File: src/rtl/bldc_multiphase.sv
// Multi-phase BLDC/PMSM commutation generator: a velocity-integrated electrical angle
// drives per-phase triangle/block duties, PWM carriers and dead-time gate FSMs.

module bldc_phase #(
  parameter int PWM_BITS = 8,
  parameter int DEADTIME = 4,
  parameter int PH_OFS   = 0
) (
  input  logic                clk,
  input  logic                rst,
  input  logic [7:0]          base_i,
  input  logic                tri_i,
  input  logic                blk_i,
  input  logic                latch_i,
  input  logic [PWM_BITS-1:0] cnt_i,
  input  logic                drive_i,
  output logic [PWM_BITS-1:0] duty_o,
  output logic                hi_o,
  output logic                lo_o
);
  localparam int DW = $clog2(DEADTIME + 1);
  localparam logic [7:0] OFS = 8'(PH_OFS);

  typedef enum logic [1:0] {S_OFF, S_DEAD, S_HIGH, S_LOW} st_t;

  st_t                 st_q, st_d;
  logic [DW-1:0]       dc_q, dc_d;
  logic [PWM_BITS-1:0] duty_q, duty_d;
  logic [7:0]          a, tri_w;
  logic                target;

  assign a = base_i + OFS;
  // 2a below 128, 2(255-a) above; 255-a is just ~a when a[7] is set
  assign tri_w = a[7] ? {~a[6:0], 1'b0} : {a[6:0], 1'b0};

  always_comb begin
    duty_d = duty_q;
    if (latch_i) begin
      if (tri_i)      duty_d = tri_w[7 -: PWM_BITS];
      else if (blk_i) duty_d = a[7] ? '0 : '1;
      else            duty_d = '0;
    end
  end

  assign target = (cnt_i < duty_q);

  always_comb begin
    st_d = st_q;
    dc_d = dc_q;
    if (!drive_i) begin
      st_d = S_OFF;
      dc_d = '0;
    end else begin
      case (st_q)
        S_OFF: begin
          st_d = S_DEAD;
          dc_d = DW'(DEADTIME - 1);
        end
        S_DEAD: begin
          // target is only sampled at expiry; edges during the gap don't restart it
          if (dc_q == '0) st_d = target ? S_HIGH : S_LOW;
          else            dc_d = dc_q - DW'(1);
        end
        S_HIGH: if (!target) begin
          st_d = S_DEAD;
          dc_d = DW'(DEADTIME - 1);
        end
        S_LOW: if (target) begin
          st_d = S_DEAD;
          dc_d = DW'(DEADTIME - 1);
        end
        default: st_d = S_OFF;
      endcase
    end
  end

  always_ff @(posedge clk) begin
    if (rst) begin
      st_q   <= S_OFF;
      dc_q   <= '0;
      duty_q <= '0;
    end else begin
      st_q   <= st_d;
      dc_q   <= dc_d;
      duty_q <= duty_d;
    end
  end

  assign duty_o = duty_q;
  assign hi_o   = (st_q == S_HIGH);
  assign lo_o   = (st_q == S_LOW);
endmodule

module bldc_multiphase #(
  parameter int PHASES         = 3,
  parameter int PWM_BITS       = 8,
  parameter int DEADTIME       = 4,
  parameter int DIVIDER        = 1,
  parameter int ACC_BITS       = 24,
  parameter int FEEDBACK_SHIFT = 4
) (
  input  logic                         clk,
  input  logic                         rst,
  input  logic [15:0]                  velocity,
  input  logic [7:0]                   offset,
  input  logic                         enable,
  input  logic [7:0]                   mode,
  output logic [31:0]                  feedback,
  output logic [PHASES*PWM_BITS-1:0]   pwm,
  output logic [PHASES-1:0]            hi,
  output logic [PHASES-1:0]            lo,
  output logic                         en
);
  localparam int PSW = (DIVIDER > 1) ? $clog2(DIVIDER) : 1;

  logic [PSW-1:0]      presc_q, presc_d;
  logic [ACC_BITS-1:0] acc_q, acc_d;
  logic [31:0]         pos_q, pos_d, fb_q;
  logic [PWM_BITS-1:0] cnt_q;
  logic                en_q;
  logic                tick, run, drive, latch;
  logic                tri_sel, blk_sel;
  logic [7:0]          base;
  logic [PHASES-1:0][PWM_BITS-1:0] duty;

  assign tick    = (presc_q == PSW'(DIVIDER - 1));
  assign tri_sel = enable && (mode == 8'd2);
  assign blk_sel = enable && (mode == 8'd3);
  assign run     = tri_sel || blk_sel;
  assign drive   = enable && (mode == 8'd1 || mode == 8'd2 || mode == 8'd3);
  assign latch   = &cnt_q;
  assign base    = acc_q[ACC_BITS-1 -: 8] + offset;

  always_comb begin
    presc_d = tick ? '0 : presc_q + PSW'(1);
    acc_d   = acc_q;
    pos_d   = pos_q;
    if (tick && run) begin
      acc_d = acc_q + {{(ACC_BITS-16){velocity[15]}}, velocity};
      pos_d = pos_q + {{16{velocity[15]}}, velocity};
    end
  end

  always_ff @(posedge clk) begin
    if (rst) begin
      presc_q <= '0;
      acc_q   <= '0;
      pos_q   <= '0;
      fb_q    <= '0;
      cnt_q   <= '0;
      en_q    <= 1'b0;
    end else begin
      presc_q <= presc_d;
      acc_q   <= acc_d;
      pos_q   <= pos_d;
      fb_q    <= $signed(pos_q) >>> FEEDBACK_SHIFT;
      cnt_q   <= cnt_q + PWM_BITS'(1);
      en_q    <= drive;
    end
  end

  for (genvar g = 0; g < PHASES; g++) begin : g_ph
    bldc_phase #(
      .PWM_BITS (PWM_BITS),
      .DEADTIME (DEADTIME),
      .PH_OFS   ((g * (256 / PHASES)) % 256)
    ) u_ph (
      .clk     (clk),
      .rst     (rst),
      .base_i  (base),
      .tri_i   (tri_sel),
      .blk_i   (blk_sel),
      .latch_i (latch),
      .cnt_i   (cnt_q),
      .drive_i (drive),
      .duty_o  (duty[g]),
      .hi_o    (hi[g]),
      .lo_o    (lo[g])
    );
  end

  assign pwm      = duty;
  assign feedback = fb_q;
  assign en       = en_q;
endmodule
File: config.mk
export PLATFORM = sky130hd
export DESIGN_NAME = bldc_multiphase
export DESIGN_NICKNAME = d
export VERILOG_FILES = /design/src/rtl/bldc_multiphase.sv
export SDC_FILE = /design/constraint.sdc
export NUM_CORES = 1
export LEC_CHECK = 0
export BUFFER_PORTS_ARGS = -buffer_cell sky130_fd_sc_hd__buf_2
export CAP_MARGIN = 20
export CORE_UTILIZATION = 60
export CTS_CLUSTER_SIZE = 12
export DETAILED_ROUTE_END_ITERATION = 10
export GPL_TIMING_DRIVEN = 0
export HOLD_SLACK_MARGIN = 0.02
export PLACE_DENSITY = 0.81
export SLEW_MARGIN = 20
export SYNTH_ARGS = -nofsm -noshare
export SYNTH_HDL_FRONTEND = slang
export SYNTH_SLANG_ARGS = --single-unit
export TNS_END_PERCENT = 30
File: constraint.sdc
create_clock -name clk -period 5.81 [get_ports clk]
set_clock_uncertainty 0.2 [all_clocks]
set_input_delay 0.581 -clock clk [delete_from_list [all_inputs] [get_ports clk]]
set_output_delay 0.581 -clock clk [all_outputs]
set_load 0.01 [all_outputs]
==> results.md <==
* DP Worst Slack at 1910 ps
* Ys flop type: dfxtp_1
* Req. time, crit path at 5910 ps
* Global-route wire length before repair at 33900 um
* Global-route usage over all layers at 28.9%
* Detailed-route wire length at 20800 um
* Final Util at 71.2%
* P_leak at 4.42 nW
* CP max FO at 7
* Crit path DAT at 3660 ps
* Synth-to-layout area growth at 14.5%
* IO Count at 98
* Clock transition at path regs at 50 ps
* H-tree Lvls at 4
* Vias in the first global route at 7259
* Initial antenna violation count at 0
* Clock Tree Root: clkbuf_16
* Sequential area share after synthesis at 30.6%
* Avg Inst Size Synth at 8.33 um2
* Critical path launch point type: flip-flop
* Hold buffer count at cts at 0
* Cell Pwr Density at 215 nW/um2
* Share of layout cells above drive strength 1 at 14.3%
* Die Y at 122 um
* Max-slew headroom at 41.4%
* Most frequent cells in the layout: 133 x dfxtp_1, 128 x nand2_1, 96 x buf_2, 92 x a21oi_1, 92 x ha_1
* Post-CTS Setup Inserts at 0
* Fin crit period at 3570 ps
* Commonest non-fill, non-tap cell in the layout: dfxtp_1
* Cell Chain, Critical Path: ha_1 > fa_1 > xor2_1 > inv_1 > ha_1 > a21oi_1 > inv_1 > a21oi_4 > mux2_4 > a221oi_2 > xnor2_1 > o21ai_1
* Hold wc startpoint: acc_q[6]
* Crit Path Class: flip-flop to flip-flop
* Ant diodes at 0
* CP startpoint: acc_q[16]
* Die ar. at 15000 um2
* Core Rows at 43
* Remaining DRCs at 0
* Initial DRC Count at 484
* Max Buffers Root-to-Sink at 2
* Chip width at 122 um
* Vias/cell at 5.78
* Worst-margin pin slew at 873 ps
* Reg2Reg Launch Point: acc_q[16]
* RSZ-0062 raised after global routing: no
* Fillers at 1141
* Fin Hold WS at 255 ps
* Hold Path Stages at 2
* Drt pass-1 iters at 7
* Worst path slowest cell: xor2_1
* TNS Setup at 0 ps
* Max-slew violations at 0
* Max cap viols at 0
* Synthesized cell area at 8690 um2
* Vias at 7803
* # setup viols final at 0
* Pin count of the biggest net entering global routing at 31
* Ys Warns at 0
* Post-synth ARST share at 0%
* Number of synthesized flops with an enable pin at 0
* Type of the most critical hold path: flip-flop to flip-flop
* Crit path capture type: flip-flop
* CTS tree: yes
* Crit-path max cell delay at 560 ps
* Maximum vdd ir drop at 230 uV
* Yosys reg bits at 133
* Clock sink total at 133
* TritonCTS buffer count at 17
* Gpl congestion at 0.901
* Starting Density at 62.2%
* Post-Syn Nets at 1174
* I/O Buffers at 95
* DPL Wire Length at 15400 um
* Core area at 14000 um2
* Worst skew pair latency at 430 ps
* Final Hold Viols at 0
* Max Freq at 0.280 GHz
* WL/cell at 15.4 um
* Period utilisation layout at 61.4%
* Status: finished clean
* Register-to-Register Path Depth at 12
* Post-synth cell types at 77
* Worst setup margin at 2240 ps
* Resized cells post-CTS at 0
* Overflow after GRT at 0
* Routed Antenna Nets at 0
* Cells after Synth at 1044
* # nets final at 1288
[layer usage]
metal	vias up	global-route usage, %	share of wire (%)
li1	3919	-	-
met3	47	5.95	4.2
met5	-	0	0
met4	0	11.4	3.0
met1	3646	34.4	44
met2	191	50.5	49
[critical path: cells and delay by family, from the launching register on]
family / cells / cell delay, ps
buffers and inverters: 2 / 200
muxes: 1 / 330
DFF: 1 / 330
AOI/OAI and AO/OA: 4 / 790
adders and majority gates: 3 / 830
xor gates and xnor gates: 2 / 750
[stage by stage]
step	total power, mW	cell area, um2	instances
after floorplan	1.09	8690	1044
after global placement	1.15	9400	1319
after detailed placement	1.15	9400	1319
after CTS	2.15	9960	1351
after global routing	2.22	9960	1351
final	2.14	9960	1351
[registers in the layout, summed over array words and instances (netlist names)]
register and flops:
acc_q 24, cnt_q 8, en 1, feedback 28
g_ph.u_ph.dc_q 9, g_ph.u_ph.duty_o 24, g_ph.u_ph.st_q 6, pos_q 32
presc_q 1
[logic make-up after synthesis]
logic type	after synthesis	share of synthesized area [%]
fa+ha+maj	95	13.9
other cells	1	0.0431
mux	2	0.345
simple gates	344	18.7
buf+inv	94	4.55
compound gates	287	22.3
flops	133	30.6
xor+xnor	88	9.47
[area by class of cell]
| cell class | instances | area (um2) | share of cell area (%) |
|---|---|---|---|
| Multi-Input combinational cell | 817 | 5640 | 56.6 |
| Sequential cell | 133 | 2660 | 26.7 |
| Timing Repair Buffer | 95 | 475 | 4.78 |
| Clock buffer | 19 | 453 | 4.55 |
| Tap cell | 180 | 225 | 2.26 |
| Buffer | 43 | 204 | 2.05 |
| Inverter | 51 | 191 | 1.92 |
| Clock inverter | 13 | 109 | 1.09 |
[worst paths after layout]
path	end	slack [ps]
worst max-delay path	g_ph[1].u_ph.duty_o[6]	2240
worst min-delay path	acc_q[6]	260
worst max register to register	g_ph[1].u_ph.duty_o[6]	2240
worst min register to register	acc_q[6]	260
[synthesized netlist by cell type, drive strengths merged, types with 26 or more instances]
cell	count	area (um2)
clkbuf	29	109
nand2	128	480
o21ai	44	224
nor2b	40	258
a21oi	95	494
dfxtp	133	2660
xor2	34	317
xnor2	54	507
ha	92	1150
nor2	83	322
nand3	26	130
a21o	29	218
inv	51	191
[report_power, final]
group	switching (mW)	leakage (nW)	internal [mW]
logic	0.128	3.08	0.0872
registers	0.00436	1.07	0.915
clock network	0.403	0.263	0.605
Power figures use the tool's default switching activity.
